`src/rtl/trap_ctrl.sv`:
```
// trap_ctrl: interrupt/exception controller for the MIPS pipeline.
// It latches IRQ rising edges into pending bits and gates them with a mask.
// An illegal opcode beats every IRQ; among IRQs the lowest index wins.
// A trap is offered to the pipeline with a req/ack handshake.
// The block owns the kernel-mode bit and latches the cause and EPC of the taken trap.
// Optional feature: define TRAP_CNT_EN to add a saturating 16-bit trap_count output.
module trap_ctrl #(
   parameter int unsigned     NUM_IRQ = 4,
   parameter int unsigned     PC_W    = 32,
   parameter logic [PC_W-1:0] IRQ_VEC = 32'h80000004,
   parameter logic [PC_W-1:0] EXC_VEC = 32'h80000008,
   localparam int unsigned    CW      = $clog2(NUM_IRQ) + 1
) (
   input  logic               clk,
   input  logic               reset,
   input  logic [NUM_IRQ-1:0] irq,
   input  logic               illegal_op,
   input  logic               instr_valid,
   input  logic [PC_W-1:0]    resume_pc,
   input  logic               trap_ack,
   input  logic               eret,
   input  logic               mask_we,
   input  logic [NUM_IRQ-1:0] mask_wdata,
   output logic               trap_req,
   output logic [PC_W-1:0]    trap_vec,
   output logic               ker,
   output logic [CW-1:0]      cause,
   output logic [PC_W-1:0]    epc,
   output logic [NUM_IRQ-1:0] pending,
   output logic [NUM_IRQ-1:0] mask,
`ifdef TRAP_CNT_EN
   output logic [15:0]        trap_count,
`endif
   output logic               double_fault
);

   // Index width; at least one bit, so a single-channel build stays legal.
   localparam int unsigned IW = (CW > 1) ? CW - 1 : 1;
   localparam logic [CW-1:0] EXC_CAUSE = CW'(1) << (CW - 1);

   typedef enum logic [1:0] {
      S_IDLE,
      S_REQ,
      S_KERNEL
   } state_t;

   state_t             r_state;
   logic               r_trap_req;
   logic               r_ker;
   logic [CW-1:0]      r_cause;
   logic [PC_W-1:0]    r_epc;
   logic [NUM_IRQ-1:0] r_pending;
   logic [NUM_IRQ-1:0] r_mask;
   logic [NUM_IRQ-1:0] r_irq_q;
   logic [NUM_IRQ-1:0] r_take;    // one-hot channel to clear on ack; zero for exceptions
   logic               r_double_fault;
`ifdef TRAP_CNT_EN
   logic [15:0]        r_trap_count;
`endif

   logic [NUM_IRQ-1:0] w_rise;
   logic [NUM_IRQ-1:0] w_elig;
   logic [NUM_IRQ-1:0] w_onehot;
   logic [NUM_IRQ-1:0] w_clr;
   logic [IW-1:0]      w_idx;
   logic               w_hit;
   logic               w_exc;
   logic               w_ack;

   assign w_rise = irq & ~r_irq_q;
   assign w_elig = r_pending & r_mask;
   assign w_exc  = illegal_op & instr_valid;
   assign w_ack  = (r_state == S_REQ) && trap_ack;
   assign w_clr  = w_ack ? r_take : '0;

   // Pick the lowest-index eligible IRQ channel.
   always_comb begin
      w_idx    = '0;
      w_hit    = 1'b0;
      w_onehot = '0;
      for (int unsigned i = 0; i < NUM_IRQ; i++) begin
         if (w_elig[i] && !w_hit) begin
            w_hit       = 1'b1;
            w_idx       = IW'(i);
            w_onehot[i] = 1'b1;
         end
      end
   end

   // Edge capture, pending set/clear (set wins) and mask register.
   always_ff @(posedge clk) begin
      if (reset) begin
         r_irq_q   <= '0;
         r_pending <= '0;
         r_mask    <= '1;
      end else begin
         r_irq_q   <= irq;
         r_pending <= (r_pending & ~w_clr) | w_rise;
         if (mask_we) begin
            r_mask <= mask_wdata;
         end
      end
   end

   // Trap FSM: pick a source in IDLE, hold the request until ack, run the handler until eret.
   always_ff @(posedge clk) begin
      if (reset) begin
         r_state        <= S_IDLE;
         r_trap_req     <= 1'b0;
         r_ker          <= 1'b0;
         r_cause        <= '0;
         r_epc          <= '0;
         r_take         <= '0;
         r_double_fault <= 1'b0;
`ifdef TRAP_CNT_EN
         r_trap_count   <= '0;
`endif
      end else begin
         case (r_state)
            S_IDLE: begin
               if (w_exc) begin
                  r_state    <= S_REQ;
                  r_trap_req <= 1'b1;
                  r_cause    <= EXC_CAUSE;
                  r_take     <= '0;
               end else if (w_hit) begin
                  r_state    <= S_REQ;
                  r_trap_req <= 1'b1;
                  r_cause    <= CW'(w_idx);
                  r_take     <= w_onehot;
               end
            end
            S_REQ: begin
               if (trap_ack) begin
                  r_state    <= S_KERNEL;
                  r_trap_req <= 1'b0;
                  r_ker      <= 1'b1;
                  r_epc      <= resume_pc;
`ifdef TRAP_CNT_EN
                  if (r_trap_count != '1) begin
                     r_trap_count <= r_trap_count + 16'd1;
                  end
`endif
               end
            end
            S_KERNEL: begin
               if (w_exc) begin
                  r_double_fault <= 1'b1;
               end
               if (eret) begin
                  r_state <= S_IDLE;
                  r_ker   <= 1'b0;
               end
            end
            default: begin
               r_state    <= S_IDLE;
               r_trap_req <= 1'b0;
               r_ker      <= 1'b0;
            end
         endcase
      end
   end

   // Handler address is decoded live from state and cause.
   always_comb begin
      trap_vec = '0;
      if (r_state == S_REQ) begin
         trap_vec = r_cause[CW-1] ? EXC_VEC : IRQ_VEC;
      end
   end

   assign trap_req     = r_trap_req;
   assign ker          = r_ker;
   assign cause        = r_cause;
   assign epc          = r_epc;
   assign pending      = r_pending;
   assign mask         = r_mask;
   assign double_fault = r_double_fault;
`ifdef TRAP_CNT_EN
   assign trap_count   = r_trap_count;
`endif

endmodule

```
`config.mk`:
```
export PLATFORM = sky130hd
export DESIGN_NAME = trap_ctrl
export DESIGN_NICKNAME = d
export VERILOG_FILES = /design/src/rtl/trap_ctrl.sv
export SDC_FILE = /design/constraint.sdc
export NUM_CORES = 1
export LEC_CHECK = 0
export CORE_UTILIZATION = 39
export DETAILED_ROUTE_END_ITERATION = 12
export PLACE_DENSITY = 0.81
export SKIP_CTS_REPAIR_TIMING = 1
export SYNTH_ARGS = -nofsm -noshare
export SYNTH_HDL_FRONTEND = slang
export SYNTH_SLANG_ARGS = --single-unit
```
`constraint.sdc`:
```
create_clock -name clk -period 1.4 [get_ports clk]
set_clock_uncertainty 0.1 [all_clocks]
set_input_delay 0.35 -clock clk [delete_from_list [all_inputs] [get_ports clk]]
set_output_delay 0.35 -clock clk [all_outputs]
set_load 0.02 [all_outputs]
```
==> results of run 1 <==
## sequential cells by signal (all words and copies together) (netlist names)
name,cells
epc,32
mask,4
pending,4
r_irq_q,4
r_take,4
cause,3
r_state,2
double_fault,1
ker,1
trap_req,1
## area by class of cell
class	instances	area (sq um)
well taps	72	90.1
multi-input cells	195	1120
flip-flops and latches	56	1130
inverters	8	30.0
clock inverters	1	30.0
repair buffers	123	1350
fillers	451	1790
clock buffers	7	96.3
## worst min path at each step
stage / slack [ps] / from / cells after the start / endpoint
after floorplan: 350 / r_take[1]$_SDFFE_PP0P_ / 2 / r_take[1]$_SDFFE_PP0P_
after global placement: 340 / epc[15]$_SDFFE_PP0N_ / 2 / epc[15]$_SDFFE_PP0N_
after detailed placement: 350 / epc[6]$_SDFFE_PP0N_ / 2 / epc[6]$_SDFFE_PP0N_
after CTS: 230 / reset / 2 / cause[2]$_SDFFE_PP0P_
after global routing: 240 / reset / 2 / cause[2]$_SDFFE_PP0P_
final: 250 / reset / 2 / cause[2]$_SDFFE_PP0P_
## cell families after synthesis
group / count (synthesis) / share of synthesized area, %
flip-flops: 56 / 47.7
AO/OA/AOI/OAI: 62 / 17.0
other: 1 / 0.160
buffers and inverters: 55 / 14.4
AND/OR/NAND/NOR: 100 / 19.0
multiplexers: 4 / 1.70
## per-stage QoR
| stage | cell area (sq um) | hold slack, ps | utilization [%] | TNS, ps | worst slack (ps) |
|---|---|---|---|---|---|
| final | 3850 | 253 | 68.3 | -1560 | -110 |
| after global routing | 3850 | 245 | 68.3 | -4070 | -165 |
| after CTS | 3530 | 234 | 62.5 | -16740 | -605 |
| after detailed placement | 3400 | 348 | 60.3 | -15120 | -372 |
| after global placement | 3400 | 341 | 60.3 | -13570 | -359 |
| after floorplan | 2460 | 354 | - | -181 | -91.2 |
## layer usage
layer  share of wire [%]  vias up  track usage [%]
li1                    -     1080                -
met1                  41     1024             20.1
met2                  51       96             30.6
met3                 7.3       11             6.17
met4                 1.1        0             4.91
met5                   0        -                0
## placed cells by master, fill, tap and decap left out, drive strengths merged, types with 4 or more instances in the layout
cell type	n
dlymetal6s2s	45
mux2i	4
nand2b	4
nor2b	5
a21oi	41
inv	8
dfxtp	56
buf	29
nand3	4
nor2	6
o21ai	6
clkbuf	14
conb	29
nand2	71
clkdlybuf4s50	42
## power by group
group	total, mW	internal (mW)	switching [mW]
clock	1.13	0.632	0.502
sequential	1.75	1.69	0.0560
combinational	1.03	0.489	0.543
==> metrics.yaml, run 1 <==
synthesis:
  syn_inst: 278
  synth.most_common_cell: "nand2_1"
  yosysWarnings: 0
  seq_area_frac_synth_pct: 47.7
  yosys-top-cells-area: "dfxtp_1 (48%), nand2_1 (11%), buf_4 (10%)"
  ys_ff_latch: 56
  synth.top_cells.by_count: "nand2_1 (71), dfxtp_1 (56), a21oi_1 (40), buf_4 (32), buf_2 (10)"
  synth_cell_types: 34
  synthArstFlopShare_pct: 0
  synthFlopType: "dfxtp_1"
  synth_top_area_share_pct: 47.7
  synth_area_sq_um: 2350
  synth_largest_area_cell: "dfxtp_1"
  syn_area_per_cell_sq_um: 8.45
  synth_edf_count: 0
critical_path:
  worstPathCellList: "a222oi_1, buf_4, buf_4, nand2_2, a211oi_2"
  r2r_cells: 5
  r2r_slack_ps: -110
  critical_path.max_fanout: 7
  slowest_stage: "dfxtp_4"
  crit_type: "flop to flop"
  r2r_end: "cause[2]$_SDFFE_PP0P_"
  rr_startpoint: "pending[1]$_SDFF_PP0_"
  critPathCaptureType: "flop"
  worst-path-buf-inv: 2
  cp.arrival_ps: 1640
  start_kind: "flop"
  endpoint: "cause[2]$_SDFFE_PP0P_"
  crit_top_cell: "buf_4"
  crit_cells: 5
  crit_start: "pending[1]$_SDFF_PP0_"
  cpPeakStageDelay_ps: 370
  worstPathRequired_ps: 1530
  cp_top_family: "compound AO/OA/AOI/OAI gates"
floorplan:
  core-area_sq_um: 5640
  start_util_pct: 41.7
  die_h_um: 79.6
  die_area_sq_um: 6340
  num_rows: 27
  die_x_um: 79.6
  io_pins: 125
placement:
  globalplace.congestion: 0.804
  hpwl_um: 4120
  port_buffers: 95
  placedCellCount: 450
route:
  dr.first_iter.drc_count: 89
  routedWlPerCell_um: 13.9
  postRouteAntennaNets: 0
  firstDrtPassIters: 5
  via_count: 2211
  routed_wl_um: 6440
  avgViaCountPerCell: 4.79
  drc_errors: 0
layout:
  drive_gt1_share_pct: 21.8
  area_delta_synth_final_pct: 63.9
  layout.cells.non_filler: 462
  layout.nets: 436
  n_antenna_cell: 0
global_route:
  grt_pass1_wl_um: 8850
  gr-total-overflow: 0
  grt_usage_pct: 17.5
  grt_pass1_vias: 2047
  grt_max_degree: 34
  grt_antenna_before_repair: 0
power_and_ir_drop:
  leakage_nw: 2.17
  p_per_area_nw_per_um2: 1020
  irDropWorstVdd_mv: 0.690
  p_total_mw: 3.91
flow_run:
  cap_violations: 0
clocking:
  htreeDepth: 2
  clock_latency_ps: 300
  cts_tree: "yes"
  clk_pin_slew_ps: 90
  cts_sinks: 56
  cts_buffers: 5
  root_buffer: "clkbuf_8"
  clock_path_buffers: 2
sta:
  hold_violations: 0
  final.min_clock_period_ps: 1510
  fmax_ghz: 0.662
  maxSlewViolCount: 0
  finalCritPeriodShare_pct: 108
  setup_viol: 38
  timing.final.ws_setup_ps: -110
  rsz0062_at_grt: "true"
worst_hold_path:
  hp-class: "input port to flop"
status:
  status: "finished with violations"
  violations: "setup timing"
(Power assumes the default switching activity.)
==> inputs of run 2 (changes only) <==
CORE_ASPECT_RATIO = 0.5   (was default)
==> run 2 against run 1 <==
- maximum frequency rose by 0.70%
- via count rose by 1.0%
- combinational power fell by 4%
- largest power group unchanged
- highest routed layer unchanged
- non-clock buffer count fell by 4
- worst setup slack improved by 10 ps
- the run ends with DRC, setup timing left
- critical path type is now flop to primary output
==> metrics.yaml, run 2 (synthesis results as in run 1) <==
route:
  postRouteAntennaNets: 0  # unchanged
  drc_errors: 6  # +6
  firstDrtPassIters: 9  # +4
  avgViaCountPerCell: 4.87  # +1.7%
  routed_wl_um: 6550  # +1.7%
  via_count: 2234  # +1.0%
  dr.first_iter.drc_count: 97  # +9.0%
  routedWlPerCell_um: 14.3  # +2.4%
global_route:
  grt_usage_pct: 18.8  # +1.3 points
  grt_pass1_wl_um: 9470  # +6.9%
  grt_pass1_vias: 2070  # +1.1%
  grt_max_degree: 44  # +29%
  grt_antenna_before_repair: 0  # unchanged
  gr-total-overflow: 0  # unchanged
layout:
  n_antenna_cell: 0  # unchanged
  drive_gt1_share_pct: 15.5  # -6.3 points
  fin_area_sq_um: 3760  # -2.5%
  largest_reg_flops: 32  # unchanged
  layout_commonest_cell: "nand2_1"
  mostFrequentLayoutCells: "nand2_1 (71), dfxtp_1 (49), dlymetal6s2s_1 (48), clkdlybuf4s50_1 (42), a21oi_1 (38)"
  layout.nets: 432  # -0.92%
  area_delta_synth_final_pct: 59.9
critical_path:
  critPathCaptureType: "primary output"
  cp.arrival_ps: 1050  # -590 ps
  start_kind: "flop"
  worstPathRequired_ps: 950  # -580 ps
  crit_type: "flop to primary output"
  critical_path.max_fanout: 3  # -4
  cpPeakStageDelay_ps: 340  # -30 ps
  slowest_stage: "dfxtp_2"
  worstPathCellList: "inv_2, nor2_4, and2_4, buf_6"
  r2r_slack_ps: -10  # +100 ps
clocking:
  clk_pin_slew_ps: 70  # -20 ps
  clock_path_buffers: 2  # unchanged
  cts_buffers: 5  # unchanged
  cts_sinks: 56  # unchanged
  root_buffer: "clkbuf_16"
  clock_latency_ps: 290  # about the same
  htreeDepth: 2  # unchanged
  cts_tree: "yes"
placement:
  placed_area_sq_um: 3400  # about the same
  dp_slack_ps: -369  # +3.62 ps
  hpwl_um: 4490  # +9.1%
  port_buffers: 95  # unchanged
  globalplace.congestion: 0.859  # +6.7%
sta:
  timing.final.ws_setup_ps: -99.2  # +10.5 ps
  maxSlewViolCount: 0  # unchanged
  hold_violations: 0  # unchanged
  setup_viol: 3  # -92%
  finalCritPeriodShare_pct: 107  # -0.75 points
  final.setup.tns_ps: -171  # +1390 ps
  fmax_ghz: 0.667  # +0.70%
  rsz0062_at_grt: "true"
  final.min_clock_period_ps: 1500  # -10.5 ps
floorplan:
  start_util_pct: 41.7  # +0.055 points
  num_rows: 19  # -30%
  die_h_um: 56.9  # -29%
  core-area_sq_um: 5630  # -0.13%
  die_area_sq_um: 6360  # +0.29%
  io_pins: 125  # unchanged
  die_x_um: 112  # +40%
power_and_ir_drop:
  irDropWorstVdd_mv: 0.590  # -15%
  p_per_area_nw_per_um2: 1100  # +8.2%
  leakage_nw: 2.19  # +0.92%
worst_hold_path:
  hp-class: "input port to flop"
status:
  violations: "DRC, setup timing"
  status: "finished with violations"
flow_run:
  cap_violations: 0  # unchanged
-- run 2: cell count changes in the layout (fill, tap and decap cells not counted), moves of 2 or more --
cell	delta
dfxtp_2	+2
clkbuf_16	+2
a21oi_1	+15
clkbuf_2	-3
dlymetal6s2s_1	+3
buf_6	+4
a21oi_2	-15
clkbuf_8	-7
buf_4	-5
-- run 2: area by class of cell --
class	count	area, sq um
Clock buffer	6	129
Sequential cell	56	1130
Clock inverter	2	35.0
Inverter	8	30.0
Tap cell	73	91.3
Timing Repair Buffer	119	1310
Multi-Input combinational cell	195	1030
Fill cell	431	1880
-- run 2: worst paths after layout --
check	startpoint	end	depth (start not counted)
hold / removal	reset	cause[2]$_SDFFE_PP0P_	2
hold reg to reg	epc[7]$_SDFFE_PP0N_	epc[7]$_SDFFE_PP0N_	2
setup reg to reg	pending[1]$_SDFF_PP0_	cause[0]$_SDFFE_PP0P_	4
setup / recovery	r_state[0]$_SDFFE_PP0P_	trap_vec[3]	4
-- run 2: worst max-delay path: cells and delay by family, from the launching register on --
family / cells / cell delay, ps
buf+inv: 2 / 170
flops: 1 / 340
simple gates: 2 / 250
-- run 2: per-layer routing --
layer	share of wire (%)	vias to the layer above	global-route usage, %
met5	0	-	0
met4	1.7	0	7.34
met3	6.1	10	4.43
met2	54	91	34.0
met1	38	1057	21.7
li1	-	1076	-
-- run 2: report_power, final --
part	internal, mW	switching (mW)
clock network	0.842	0.549
registers	1.70	0.0593
logic	0.464	0.522
-- run 2: stage by stage --
| step | total power, mW | hold WS [ps] | instances | utilization, % |
|---|---|---|---|---|
| finish | 4.13 | 277 | 459 | 66.7 |
| global route | 4.29 | 284 | 459 | 66.7 |
| CTS | 4.10 | 274 | 459 | 63.3 |
| detailed placement | 2.73 | 349 | 451 | 60.4 |
| global placement | 2.70 | 342 | 451 | 60.4 |
| floorplan | 2.33 | 354 | 306 | - |
==> inputs of run 3 (changes only) <==
CORE_MARGIN = 5   (was default)
GPL_TIMING_DRIVEN = 1   (was default)
==> run 3 against run 2 <==
- the run ends with setup timing left
- sequential cell count is the same
- wire length increased by 24%
- total power rose by 0.61%
- sequential share of layout area decreased by 2.5 points
- hold slack better by 64 ps
==> metrics.yaml, run 3 (synthesis results as in run 1) <==
status:
  status: "finished with violations"
  violations: "setup timing"
critical_path:
  worstPathRequired_ps: 950  # about the same
  worstPathCellList: "inv_2, nor2_4, and2_4, buf_6"
  crit_start: "r_state[0]$_SDFFE_PP0P_"
  critPathCaptureType: "primary output"
  cp.arrival_ps: 1080  # +30 ps
  critical_path.max_fanout: 3  # unchanged
  start_kind: "flop"
  cpPeakStageDelay_ps: 350  # about the same
  slowest_stage: "dfxtp_2"
  cp_top_family: "flip-flops"
  crit_type: "flop to primary output"
  rr_startpoint: "pending[1]$_SDFF_PP0_"
  worst-path-buf-inv: 2  # unchanged
global_route:
  grt_antenna_before_repair: 0  # unchanged
  grt_max_degree: 37  # -16%
  grt_usage_pct: 16.2  # -2.6 points
  gr-total-overflow: 0  # unchanged
  grt_pass1_vias: 2056  # -0.68%
  grt_pass1_wl_um: 10000  # +6.1%
sta:
  finalCritPeriodShare_pct: 109  # +2.3 points
  timing.final.ws_setup_ps: -131  # -31.8 ps
  final.setup.tns_ps: -1840  # -1670 ps
  setup_viol: 43  # +40
  rsz0062_at_grt: "true"
  maxSlewViolCount: 0  # unchanged
  final.min_clock_period_ps: 1530  # +31.8 ps
  hold_violations: 0  # unchanged
  fmax_ghz: 0.653  # -2.1%
clocking:
  htreeDepth: 2  # unchanged
  clock_latency_ps: 300  # about the same
  root_buffer: "clkbuf_16"
  cts_buffers: 5  # unchanged
  cts_tree: "yes"
  clk_pin_slew_ps: 70  # about the same
  cts_sinks: 56  # unchanged
  clock_path_buffers: 2  # unchanged
route:
  via_count: 2356  # +5.5%
  firstDrtPassIters: 4  # -5
  routed_wl_um: 8100  # +24%
  routedWlPerCell_um: 17.2  # +20%
  drc_errors: 0  # -6
  dr.first_iter.drc_count: 153  # +58%
  postRouteAntennaNets: 0  # unchanged
  avgViaCountPerCell: 4.99  # +2.6%
floorplan:
  die_h_um: 64.9  # +14%
  start_util_pct: 39.5  # -2.3 points
  io_pins: 125  # unchanged
  die_area_sq_um: 7770  # +22%
  core-area_sq_um: 5960  # +5.7%
  num_rows: 20  # +1
  die_x_um: 120  # +7.2%
layout:
  mostFrequentLayoutCells: "dfxtp_1 (52), nand2_1 (49), dlymetal6s2s_1 (46), clkdlybuf4s50_1 (43), a21oi_2 (30)"
  layout.nets: 441  # +2.1%
  area_delta_synth_final_pct: 73.4
  drive_gt1_share_pct: 29.9  # +14 points
  largest_reg_flops: 32  # unchanged
  fin_area_sq_um: 4080  # +8.5%
  n_antenna_cell: 0  # unchanged
  fin_util_pct: 68.4  # +1.8 points
  layout_commonest_cell: "dfxtp_1"
placement:
  port_buffers: 95  # unchanged
  globalplace.congestion: 0.823  # -4.1%
  dp_slack_ps: -396  # -26.7 ps
  hpwl_um: 4720  # +5.1%
  placed_area_sq_um: 3440  # +1.0%
power_and_ir_drop:
  p_per_area_nw_per_um2: 1020  # -7.3%
  irDropWorstVdd_mv: 0.559  # -5.2%
  p_total_mw: 4.16  # +0.61%
  leakage_nw: 2.31  # +5.7%
worst_hold_path:
  min-delay-start: "reset"
  hp-class: "input port to flop"
flow_run:
  cap_violations: 0  # unchanged
## run 3: metal layers
layer | part of all wire, % | track usage (%) | vias up
met5 | 0 | 0 | -
met4 | 2.4 | 5.99 | 0
met3 | 6.2 | 3.31 | 18
met2 | 53 | 29.4 | 93
met1 | 38 | 19.1 | 1152
li1 | - | - | 1093
## run 3: per-stage QoR
| stage | std cells | hold WS, ps |
|---|---|---|
| global placement | 459 | 339 |
| detailed placement | 459 | 346 |
| finish | 472 | 341 |
| global route | 472 | 344 |
| CTS | 467 | 333 |
| floorplan | 306 | 354 |
## run 3: worst paths after layout
path,end,slack [ps],cells after the start
max,trap_vec[3],-130,4
min,r_take[1]$_SDFFE_PP0P_,340,2
max reg2reg,cause[0]$_SDFFE_PP0P_,-120,5
min reg2reg,epc[16]$_SDFFE_PP0N_,350,2
## run 3: area by class of cell
type                    instances  area [sq um]
inverters                       8          30.0
clock inverters                 2          10.0
repair buffers                128          1400
multi-input cells             195          1270
fillers                       406          1880
flip-flops and latches         56          1130
clock buffers                   6           139
well taps                      77          96.3
## run 3: where the power goes
part	total (mW)	switching [mW]	internal [mW]
registers	1.75	0.0577	1.69
logic	1.14	0.619	0.517
clock network	1.27	0.562	0.706
total	4.16	1.24	2.92
## run 3: worst reg2reg max path, cell delays in order, from the launching register on
cell	delay, ps
dfxtp_2	340
buf_6	120
a222oi_1	330
buf_4	250
a21oi_4	90
o311ai_2	210
